### src/rtl/seg7_pkg.sv
// ---------------------------------------------------------------------------
// seg7_pkg
// Shared definitions for the 2-digit multiplexed 7-segment display path.
// The segment patterns are in "lit" polarity (1 = segment on), bit0 = a
// through bit6 = g. The display driver uses the same constants, so the
// transmit and receive ends cannot disagree on what a digit looks like.
//   DIGIT_W          width of one BCD digit
//   SEG_0..SEG_9     lit patterns of the ten decimal digits
//   SEG_DASH         lit pattern of a lone middle bar
//   SEG_BLANK        all segments off
//   state_e          sampling FSM states of seg7_mux_decoder
// ---------------------------------------------------------------------------
package seg7_pkg;

  localparam int DIGIT_W = 4;

  localparam logic [6:0] SEG_0     = 7'h3F;
  localparam logic [6:0] SEG_1     = 7'h06;
  localparam logic [6:0] SEG_2     = 7'h5B;
  localparam logic [6:0] SEG_3     = 7'h4F;
  localparam logic [6:0] SEG_4     = 7'h66;
  localparam logic [6:0] SEG_5     = 7'h6D;
  localparam logic [6:0] SEG_6     = 7'h7D;
  localparam logic [6:0] SEG_7     = 7'h07;
  localparam logic [6:0] SEG_8     = 7'h7F;
  localparam logic [6:0] SEG_9     = 7'h67;
  localparam logic [6:0] SEG_DASH  = 7'h40;
  localparam logic [6:0] SEG_BLANK = 7'h00;

  typedef enum logic [1:0] {
    ST_IDLE,
    ST_SETTLE,
    ST_SAMPLE
  } state_e;

endpackage

### src/rtl/seg7_to_bcd.sv
// ---------------------------------------------------------------------------
// seg7_to_bcd
// Purely combinational decoder from a lit 7-segment pattern to one BCD digit.
// Only the ten exact digit patterns are accepted; anything else (dash, blank,
// ghosted or partial patterns) is reported as not valid.
//   seg_i    in   7  lit segment pattern, bit0 = a ... bit6 = g
//   valid_o  out  1  pattern is one of the ten decimal digits
//   digit_o  out  4  decoded digit, 0 when valid_o is low
// ---------------------------------------------------------------------------
module seg7_to_bcd
  import seg7_pkg::*;
(
  input  logic [6:0]         seg_i,
  output logic               valid_o,
  output logic [DIGIT_W-1:0] digit_o
);

  // Exact-match lookup; the dash and blank patterns are listed so the
  // intentionally rejected display states are visible next to the digits.
  always_comb begin
    valid_o = 1'b1;
    digit_o = '0;
    case (seg_i)
      SEG_0: digit_o = 4'd0;
      SEG_1: digit_o = 4'd1;
      SEG_2: digit_o = 4'd2;
      SEG_3: digit_o = 4'd3;
      SEG_4: digit_o = 4'd4;
      SEG_5: digit_o = 4'd5;
      SEG_6: digit_o = 4'd6;
      SEG_7: digit_o = 4'd7;
      SEG_8: digit_o = 4'd8;
      SEG_9: digit_o = 4'd9;
      SEG_DASH, SEG_BLANK: valid_o = 1'b0;
      default: valid_o = 1'b0;
    endcase
  end

endmodule

### src/rtl/seg7_mux_decoder.sv
// ---------------------------------------------------------------------------
// seg7_mux_decoder
// Watches the pins of a 2-digit multiplexed 7-segment display and rebuilds
// the value being shown. Each digit-select edge starts a settle window; at
// its end the (synchronised) segments are decoded into the tens or ones
// slot. A ones digit following a tens digit completes a frame.
//   i_clk    in   1  system clock
//   i_rst    in   1  synchronous active-high reset
//   i_seg    in   7  raw segment pins, active-low, bit0 = a ... bit6 = g
//   i_sel    in   1  raw digit select, 0 = tens shown, 1 = ones shown
//   o_tens   out  4  last good tens digit
//   o_ones   out  4  last good ones digit
//   o_value  out  7  o_tens * 10 + o_ones
//   o_valid  out  1  pulse: a new good frame was loaded
//   o_err    out  1  pulse: a frame completed with an undecodable digit
//   o_stale  out  1  level: select has not toggled for TIMEOUT_CYCLES
// ---------------------------------------------------------------------------
module seg7_mux_decoder
  import seg7_pkg::*;
#(
  parameter int SETTLE_CYCLES  = 16,
  parameter int TIMEOUT_CYCLES = 600000,
  parameter int CNT_W          = 20
) (
  input  logic               i_clk,
  input  logic               i_rst,
  input  logic [6:0]         i_seg,
  input  logic               i_sel,
  output logic [DIGIT_W-1:0] o_tens,
  output logic [DIGIT_W-1:0] o_ones,
  output logic [6:0]         o_value,
  output logic               o_valid,
  output logic               o_err,
  output logic               o_stale
);

  localparam logic [CNT_W-1:0] SETTLE_LAST  = CNT_W'(SETTLE_CYCLES - 1);
  localparam logic [CNT_W-1:0] TIMEOUT_LAST = CNT_W'(TIMEOUT_CYCLES - 1);
  localparam logic [CNT_W-1:0] TIMEOUT_SAT  = CNT_W'(TIMEOUT_CYCLES);

  logic [6:0]         segMeta_q, segSync_q;
  logic               selMeta_q, selSync_q, selPrev_q;
  logic [6:0]         segLit;
  logic               selEdge;
  logic               timeoutHit;
  logic               decValid;
  logic [DIGIT_W-1:0] decDigit;
  logic [6:0]         value_d;

  state_e             state_q;
  logic [CNT_W-1:0]   settleCnt_q;
  logic [CNT_W-1:0]   toCnt_q;
  logic               haveTens_q;
  logic [DIGIT_W-1:0] tensSlot_q;
  logic               tensOk_q;
  logic [DIGIT_W-1:0] tens_q, ones_q;
  logic [6:0]         value_q;
  logic               valid_q, err_q, stale_q;

  // Two-flop synchronisers for the asynchronous display pins. Reset values
  // mean "tens selected, all segments dark", and the extra select copy is
  // reset to the same level so no edge is seen right after reset.
  always_ff @(posedge i_clk) begin
    if (i_rst) begin
      segMeta_q <= 7'h7F;
      segSync_q <= 7'h7F;
      selMeta_q <= 1'b0;
      selSync_q <= 1'b0;
      selPrev_q <= 1'b0;
    end else begin
      segMeta_q <= i_seg;
      segSync_q <= segMeta_q;
      selMeta_q <= i_sel;
      selSync_q <= selMeta_q;
      selPrev_q <= selSync_q;
    end
  end

  assign segLit     = ~segSync_q;
  assign selEdge    = selSync_q ^ selPrev_q;
  assign timeoutHit = !selEdge && (toCnt_q == TIMEOUT_LAST);

  seg7_to_bcd uDecode (
    .seg_i   (segLit),
    .valid_o (decValid),
    .digit_o (decDigit)
  );

  // tens * 10 + ones as shift-and-add, kept 7 bits wide (maximum 99).
  assign value_d = (7'(tensSlot_q) << 3) + (7'(tensSlot_q) << 1) + 7'(decDigit);

  // Sampling FSM, frame assembly and timeout in one block so every output
  // is a register. In SAMPLE, selPrev_q still holds the select level of the
  // phase being captured, even if a new edge arrives in that same cycle.
  always_ff @(posedge i_clk) begin
    if (i_rst) begin
      state_q     <= ST_IDLE;
      settleCnt_q <= '0;
      toCnt_q     <= '0;
      haveTens_q  <= 1'b0;
      tensSlot_q  <= '0;
      tensOk_q    <= 1'b0;
      tens_q      <= '0;
      ones_q      <= '0;
      value_q     <= '0;
      valid_q     <= 1'b0;
      err_q       <= 1'b0;
      stale_q     <= 1'b0;
    end else begin
      valid_q <= 1'b0;
      err_q   <= 1'b0;

      if (selEdge) begin
        toCnt_q <= '0;
      end else if (toCnt_q != TIMEOUT_SAT) begin
        toCnt_q <= toCnt_q + CNT_W'(1);
      end

      case (state_q)
        ST_IDLE: begin
          if (selEdge) begin
            state_q     <= ST_SETTLE;
            settleCnt_q <= '0;
          end
        end
        ST_SETTLE: begin
          // A new edge means the phase being settled was cut short.
          if (selEdge) begin
            settleCnt_q <= '0;
          end else if (settleCnt_q == SETTLE_LAST) begin
            state_q <= ST_SAMPLE;
          end else begin
            settleCnt_q <= settleCnt_q + CNT_W'(1);
          end
        end
        ST_SAMPLE: begin
          if (!selPrev_q) begin
            tensSlot_q <= decDigit;
            tensOk_q   <= decValid;
            haveTens_q <= 1'b1;
          end else begin
            haveTens_q <= 1'b0;
            // A ones digit without a preceding tens digit is a partial
            // frame from starting mid-scan and is dropped silently.
            if (haveTens_q) begin
              if (tensOk_q && decValid) begin
                tens_q  <= tensSlot_q;
                ones_q  <= decDigit;
                value_q <= value_d;
                valid_q <= 1'b1;
                stale_q <= 1'b0;
              end else begin
                err_q <= 1'b1;
              end
            end
          end
          settleCnt_q <= '0;
          state_q     <= selEdge ? ST_SETTLE : ST_IDLE;
        end
        default: state_q <= ST_IDLE;
      endcase

      if (timeoutHit) begin
        stale_q    <= 1'b1;
        haveTens_q <= 1'b0;
        state_q    <= ST_IDLE;
      end
    end
  end

  assign o_tens  = tens_q;
  assign o_ones  = ones_q;
  assign o_value = value_q;
  assign o_valid = valid_q;
  assign o_err   = err_q;
  assign o_stale = stale_q;

endmodule

### config.mk
export PLATFORM = sky130hd
export DESIGN_NAME = seg7_mux_decoder
export DESIGN_NICKNAME = d
export VERILOG_FILES = /design/src/rtl/seg7_pkg.sv /design/src/rtl/seg7_to_bcd.sv /design/src/rtl/seg7_mux_decoder.sv
export SDC_FILE = /design/constraint.sdc
export NUM_CORES = 1
export LEC_CHECK = 0
export ABC_AREA = 1
export BUFFER_PORTS_ARGS = -buffer_cell sky130_fd_sc_hd__buf_2
export CORE_MARGIN = 8
export CORE_UTILIZATION = 30
export CTS_CLUSTER_SIZE = 10
export DETAILED_ROUTE_END_ITERATION = 8
export PLACE_DENSITY = 0.46
export SYNTH_ARGS = -nofsm -noshare
export SYNTH_HDL_FRONTEND = slang
export SYNTH_SLANG_ARGS = --single-unit
### constraint.sdc
create_clock -name i_clk -period 5.8 [get_ports i_clk]
set_clock_uncertainty 0.05 [all_clocks]
set_input_delay 0.58 -clock i_clk [delete_from_list [all_inputs] [get_ports i_clk]]
set_output_delay 0.58 -clock i_clk [all_outputs]
set_load 0.02 [all_outputs]
==> results of run 1 <==
-- through the flow --
step / hold WS (ps) / total power [mW] / setup slack (ps) / util (%) / area [sq um]
global route: 359 / 1.24 / 2760 / 34.5 / 4750
detailed placement: 347 / 0.648 / 3020 / 32.3 / 4460
floorplan: 338 / 0.635 / 3340 / - / 4190
finish: 354 / 1.19 / 2990 / 34.5 / 4750
CTS: 352 / 1.21 / 3010 / 34.5 / 4750
global placement: 341 / 0.648 / 3080 / 32.3 / 4460
-- worst max path at each step --
stage                 startpoint         end  cells after the start
CTS                 segSync_q[6]  o_value[6]                     16
global placement    segSync_q[1]  o_value[6]                     16
finish              segSync_q[6]  o_value[6]                     16
floorplan           segSync_q[1]  o_value[6]                     16
detailed placement  segSync_q[1]  o_value[6]                     16
global route        segSync_q[6]  o_value[6]                     16
-- state kept, by name, summed over array words and instances, names as in the netlist --
signal,cells
settleCnt_q,20
toCnt_q,20
segMeta_q,7
segSync_q,7
o_value,6
o_ones,4
o_tens,4
tensSlot_q,4
state_q,2
haveTens_q,1
o_err,1
o_stale,1
o_valid,1
selMeta_q,1
selPrev_q,1
selSync_q,1
tensOk_q,1
-- routing by layer --
metal	vias to the layer above	wire length, um	track usage, %
met4	0	155	5.55
met5	-	0	0
met2	46	4620	20.2
li1	1972	-	-
met1	1637	4320	12.4
met3	12	417	3.22
-- placed cells by master (no fill, tap or decap), types with 3 or more instances in the layout --
cell type	n
sky130_fd_sc_hd__nand2_1	141
sky130_fd_sc_hd__inv_1	86
sky130_fd_sc_hd__nor2_1	82
sky130_fd_sc_hd__dfxtp_1	82
sky130_fd_sc_hd__a21oi_1	40
sky130_fd_sc_hd__nand4_1	29
sky130_fd_sc_hd__buf_2	27
sky130_fd_sc_hd__nand3_1	26
sky130_fd_sc_hd__o21ai_0	22
sky130_fd_sc_hd__or2_2	16
sky130_fd_sc_hd__nor3_1	11
sky130_fd_sc_hd__ha_1	10
sky130_fd_sc_hd__clkbuf_16	9
sky130_fd_sc_hd__inv_2	6
sky130_fd_sc_hd__nor2_2	5
sky130_fd_sc_hd__xor2_1	5
sky130_fd_sc_hd__nand2_2	3
sky130_fd_sc_hd__nor4_1	3
-- cell families after synthesis --
kind of cell             after synthesis
AO/OA/AOI/OAI                         73
buffers and inverters                108
AND/OR/NAND/NOR                      322
flip-flops                            82
adder cells (fa/ha/maj)               12
XOR/XNOR                               9
-- worst register-to-register path, delay by kind of cell (launching register included) --
| family | cells | cell delay [ps] |
|---|---|---|
| DFF | 1 | 400 |
| AOI/OAI and AO/OA | 1 | 220 |
| adders and majority gates | 3 | 860 |
| and+or+nand+nor | 8 | 790 |
| buffers and inverters | 3 | 230 |
| xor gates and xnor gates | 1 | 190 |
-- layout make-up --
class	instances	share of cell area, %
tap	180	4.75
clock inverter	4	0.712
clock buffer	12	5.40
timing repair buffer	27	2.85
sequential	82	34.6
multi-input combinational	416	44.3
inverter	93	7.36
-- power by group --
group | switching, mW | internal [mW]
sequential | 0.00658 | 0.572
clock | 0.235 | 0.316
combinational | 0.0389 | 0.0167
total | 0.280 | 0.906
==> impl_metrics.yaml, run 1 <==
status:
  outcome: "completed"
worst_setup_path:
  arrival_ps: 3010
  register_to_register_path_setup_slack_ps: 2990
  worst-path-max-fanout: 4
  timing.critical_path.max_delay_family: "adder cells"
  critPathLaunchType: "flip-flop"
  crit_type: "reg2reg"
  sequence_of_cells_on_the_critical_path: "inv_2, nand2_1, nor2_1, nand2_1, nand2_1, nor3_1, inv_1, ha_1, ha_1, inv_1, fa_1, o21ai_0, xor2_1, nand4_1, nand2_1, nor2_1"
  critical_path.slowest_cell: "sky130_fd_sc_hd__dfxtp_1"
  worstPathRequired_ps: 6000
  critPathBufInv: 3
  r2r-end: "o_value[6]"
  timing.critical_path.mode_cell: "sky130_fd_sc_hd__nand2_1"
  crit_path_end_kind: "flip-flop"
  r2r_cells: 16
  max_stage_delay_ps: 400
  timing.rr.start: "segSync_q[6]"
sta:
  timing.final.crit_share_pct: 48.5
  setup_repair_after_global_routing_missed_its_margin: "no"
  finalMaxSlewViolations: 0
  setup-tns-final_ps: 0
  maxClockFrequency_mhz: 355
  final_period_minus_worst_setup_slack_ps: 2810
  slew_headroom_pct: 45.4
  worst-slew-pin-transition_ps: 814
  timing_hold_violations_final: 0
  setup_violations: 0
detailed_routing:
  drcViolationCount: 0
  vias_per_instance: 4.50
  ant_nets: 0
  wirelength_mm: 9.52
  drtPass1Iterations: 4
  route.vias.total: 3667
  detail_route.wl_per_cell_um: 11.7
  dr.first_iter.drc_count: 184
job:
  drv_cap: 0
logic_synthesis:
  post_synth_and_or_nand_nor_area_fraction_pct: 34.7
  post_synth_main_area_contributors: "sky130_fd_sc_hd__dfxtp_1 (39%), sky130_fd_sc_hd__nand2_1 (13%), sky130_fd_sc_hd__inv_1 (7.7%), sky130_fd_sc_hd__nor2_1 (7.3%), sky130_fd_sc_hd__a21oi_1 (4.8%)"
  synthesis.instances: 606
  main_combinational_cell_family_by_area_after_synthesis: "simple AND/OR/NAND/NOR gates"
  synth_compound_area_share_pct: 9.38
  post-synth-top-count-cell: "sky130_fd_sc_hd__nand2_1"
  yosys.area_share.adder_pct: 3.94
  synth.mux.area_fraction_pct: 0
  yosysWarnings: 0
  netlist_cell_types: 39
  post_synthesis_area_per_instance_sq_um: 6.91
  synthFlopType: "sky130_fd_sc_hd__dfxtp_1"
  synth_edf_count: 0
  asyncSetResetFlopFracSynth_pct: 0
  netlist_area_sq_um: 4190
  synthXorXnorAreaFrac_pct: 2.24
  synth_area_leader_cell: "sky130_fd_sc_hd__dfxtp_1"
  synth_top_cell_area_share_pct: 39.2
  synth.ff_latch_count: 82
  yosysSeqAreaShare_pct: 39.2
  syn_nets: 628
  post_synth_most_frequent_cells: "sky130_fd_sc_hd__nand2_1 (141), sky130_fd_sc_hd__inv_1 (86), sky130_fd_sc_hd__dfxtp_1 (82), sky130_fd_sc_hd__nor2_1 (82), sky130_fd_sc_hd__a21oi_1 (40)"
finish:
  final_net_count: 651
  layoutNonFillerInstCount: 814
  diodes: 0
  layout-area-overhead-vs-synth_pct: 13.3
  fillers: 1514
  multiInputGateArea_sq_um: 2100
  seq_area_sq_um: 1640
  final_layout_size_suffix_gt1_share_pct: 13.1
cts:
  cts.repair.resized: 0
  cts-root-to-sink-buffers: 2
  buffers_inserted_during_post_cts_setup_optimization: 0
  insertion_delay_ps: 350
  worst_setup_hold_path_clk_slew_ps: 60
  cts.root.buffer_cell: "sky130_fd_sc_hd__clkbuf_16"
  cts_tree: "yes"
  ctsHoldBuffers: 0
  cts_num_sinks: 82
  cts_inserted_buffers: 9
  htreeDepth: 3
min_path:
  timing.hold.worst_path_depth: 1
  whs_endpoint: "segSync_q[0]"
  hold_path.class: "reg2reg"
  holdCritStartpoint: "segMeta_q[0]"
placement:
  numPortBuffers: 27
  dp_hpwl_mm: 6.96
  globalplace.congestion: 0.889
  dpl.cell_count: 798
power_and_ir_drop:
  power_density_nw_per_um2: 250
  static-leakage-power_nw: 2.06
  irDropWorstVdd_mv: 0.175
grt:
  grt_start_max_net_pins: 39
  antenna_found_initial: 0
  grtUsageTotal_pct: 11.5
  first_global_vias: 3635
  grt_pass1_wl_mm: 16.7
  grt_overflow: 0
floorplan:
  starting_density_of_the_core_pct: 30.4
  die_y_um: 134
  die_area_sq_um: 18000
  top_level_ports: 28
  floorplan.rows: 43
  dieWidth_um: 134
  core_sq_um: 13800
Power figures use the tool's default switching activity.
==> run 2, diff against run 1 <==
==> constraint.sdc (replaced) <==
create_clock -name i_clk -period 2.85 [get_ports i_clk]
set_clock_uncertainty 0.05 [all_clocks]
set_input_delay 0.285 -clock i_clk [delete_from_list [all_inputs] [get_ports i_clk]]
set_output_delay 0.285 -clock i_clk [all_outputs]
set_load 0.02 [all_outputs]
==> impl_metrics.yaml, run 2 (synthesis gave the netlist of run 1 again) <==
finish:
  mostFrequentLayoutCell: "sky130_fd_sc_hd__nand2_1"
  postLayoutCoreUtil_pct: 34.6
  layout_common_cells: "sky130_fd_sc_hd__nand2_1 (141), sky130_fd_sc_hd__inv_1 (86), sky130_fd_sc_hd__nor2_1 (82), sky130_fd_sc_hd__dfxtp_1 (81), sky130_fd_sc_hd__a21oi_1 (40)"
  layout-area-overhead-vs-synth_pct: 13.7
  final_net_count: 656
  final_layout_size_suffix_gt1_share_pct: 13.8
  diodes: 0
  top_regs: "settleCnt_q x20, toCnt_q x20"
  layoutNonFillerInstCount: 817
worst_setup_path:
  arrival_ps: 2810
  max_stage_delay_ps: 400
  sequence_of_cells_on_the_critical_path: "inv_2, nand2_2, nor2_1, nand2_1, nand2_1, nor3_2, inv_1, ha_1, ha_1, inv_1, fa_1, o21ai_1, xor2_1, nand4_1, nand2_1, nor2_1"
  crit_path_end_kind: "flip-flop"
  critical_path.slowest_cell: "sky130_fd_sc_hd__fa_1"
  worst-path-max-fanout: 4
  worstPathRequired_ps: 3040
  crit_type: "reg2reg"
  critPathLaunchType: "flip-flop"
  timing.critical_path.mode_cell: "sky130_fd_sc_hd__nand2_1"
sta:
  setup-tns-final_ps: 0
  setup_violations: 0
  final_period_minus_worst_setup_slack_ps: 2620
  timing_hold_violations_final: 0
  worst-slew-pin-transition_ps: 777
  slew_headroom_pct: 48.2
  timing.final.crit_share_pct: 91.9
  maxClockFrequency_mhz: 382
  finalMaxSlewViolations: 0
detailed_routing:
  dr.first_iter.drc_count: 222
  route.vias.total: 3710
  drcViolationCount: 0
  wirelength_mm: 9.37
  drtPass1Iterations: 4
  detail_route.wl_per_cell_um: 11.5
  vias_per_instance: 4.54
  ant_nets: 0
cts:
  cts_inserted_buffers: 9
  buffers_inserted_during_post_cts_setup_optimization: 0
  cts.root.buffer_cell: "sky130_fd_sc_hd__clkbuf_16"
  htreeDepth: 3
  cts_tree: "yes"
  insertion_delay_ps: 340
  ctsHoldBuffers: 0
  cts.repair.resized: 0
  worst_setup_hold_path_clk_slew_ps: 60
  cts_num_sinks: 82
  cts-root-to-sink-buffers: 2
power_and_ir_drop:
  switching_power_mw: 0.547
  cell_internal_pwr_mw: 1.81
  static-leakage-power_nw: 2.07
  switching_share_pct: 23.2
  irDropWorstVdd_mv: 0.230
  comb_power_share_pct: 5.0
  power_density_nw_per_um2: 495
  clock_power_share_pct: 44.9
  seqPwrFrac_pct: 50.1
placement:
  dpl.cell_count: 803
  dp_hpwl_mm: 6.99
  numPortBuffers: 27
  globalplace.congestion: 0.888
grt:
  first_global_vias: 3588
  antenna_found_initial: 0
  grt_start_max_net_pins: 27
  grt_pass1_wl_mm: 16.6
  grtUsageTotal_pct: 11.3
  grt_overflow: 0
job:
  drv_cap: 0
floorplan:
  die_y_um: 134
  dieWidth_um: 134
  die_area_sq_um: 18000
  starting_density_of_the_core_pct: 30.4
  top_level_ports: 28
  floorplan.rows: 43
  core_sq_um: 13800
status:
  outcome: "completed"
min_path:
  hold_path.class: "in2reg"
## run 2: power by group through the flow
stage	Combinational [mW]	Sequential (mW)	Clock [mW]
global placement	0.120	1.20	0
global route	0.137	1.18	1.15
finish	0.119	1.18	1.06
CTS	0.121	1.18	1.10
detailed placement	0.121	1.20	0
floorplan	0.0912	1.20	0
## run 2: path summary, 6_finish.rpt
check | startpoint | end | slack, ps | cells past startpoint
setup / recovery | segSync_q[1] | o_value[6] | 230 | 16
setup reg to reg | segSync_q[1] | o_value[6] | 230 | 16
hold / removal | i_seg[5] | segMeta_q[5] | 80 | 2
hold reg to reg | segMeta_q[6] | segSync_q[6] | 360 | 1
## run 2: layout make-up
| class | instances | area, sq um |
|---|---|---|
| fillers | 1529 | 9010 |
| multi-input cells | 416 | 2110 |
| flip-flops and latches | 82 | 1640 |
| inverters | 93 | 349 |
| clock buffers | 11 | 243 |
| well taps | 180 | 225 |
| repair buffers | 32 | 173 |
| clock inverters | 3 | 17.5 |
## run 2: worst max-delay path: cells and delay by family, from the launching register on
kind,cells,cell delay [ps]
XOR/XNOR,1,170
flip-flops,1,360
AND/OR/NAND/NOR,8,730
buffers and inverters,3,190
AO/OA/AOI/OAI,1,170
adder cells (fa/ha/maj),3,860
## run 2: layer usage
layer / routed length [um] / vias to the layer above / global-route usage [%]
li1: - / 1987 / -
met1: 4360 / 1658 / 13.0
met2: 4400 / 47 / 19.2
met3: 341 / 18 / 2.58
met4: 263 / 0 / 6.30
met5: 0 / - / 0
## run 2: metrics by stage
step / total power, mW / worst slack, ps / cell area [sq um] / hold WS [ps]
floorplan: 1.29 / 385 / 4190 / 338
global placement: 1.32 / 151 / 4490 / 349
detailed placement: 1.33 / 103 / 4490 / 347
CTS: 2.40 / 92.5 / 4750 / 65.1
global route: 2.47 / -6.00 / 4760 / 71.4
finish: 2.35 / 229 / 4760 / 77.6
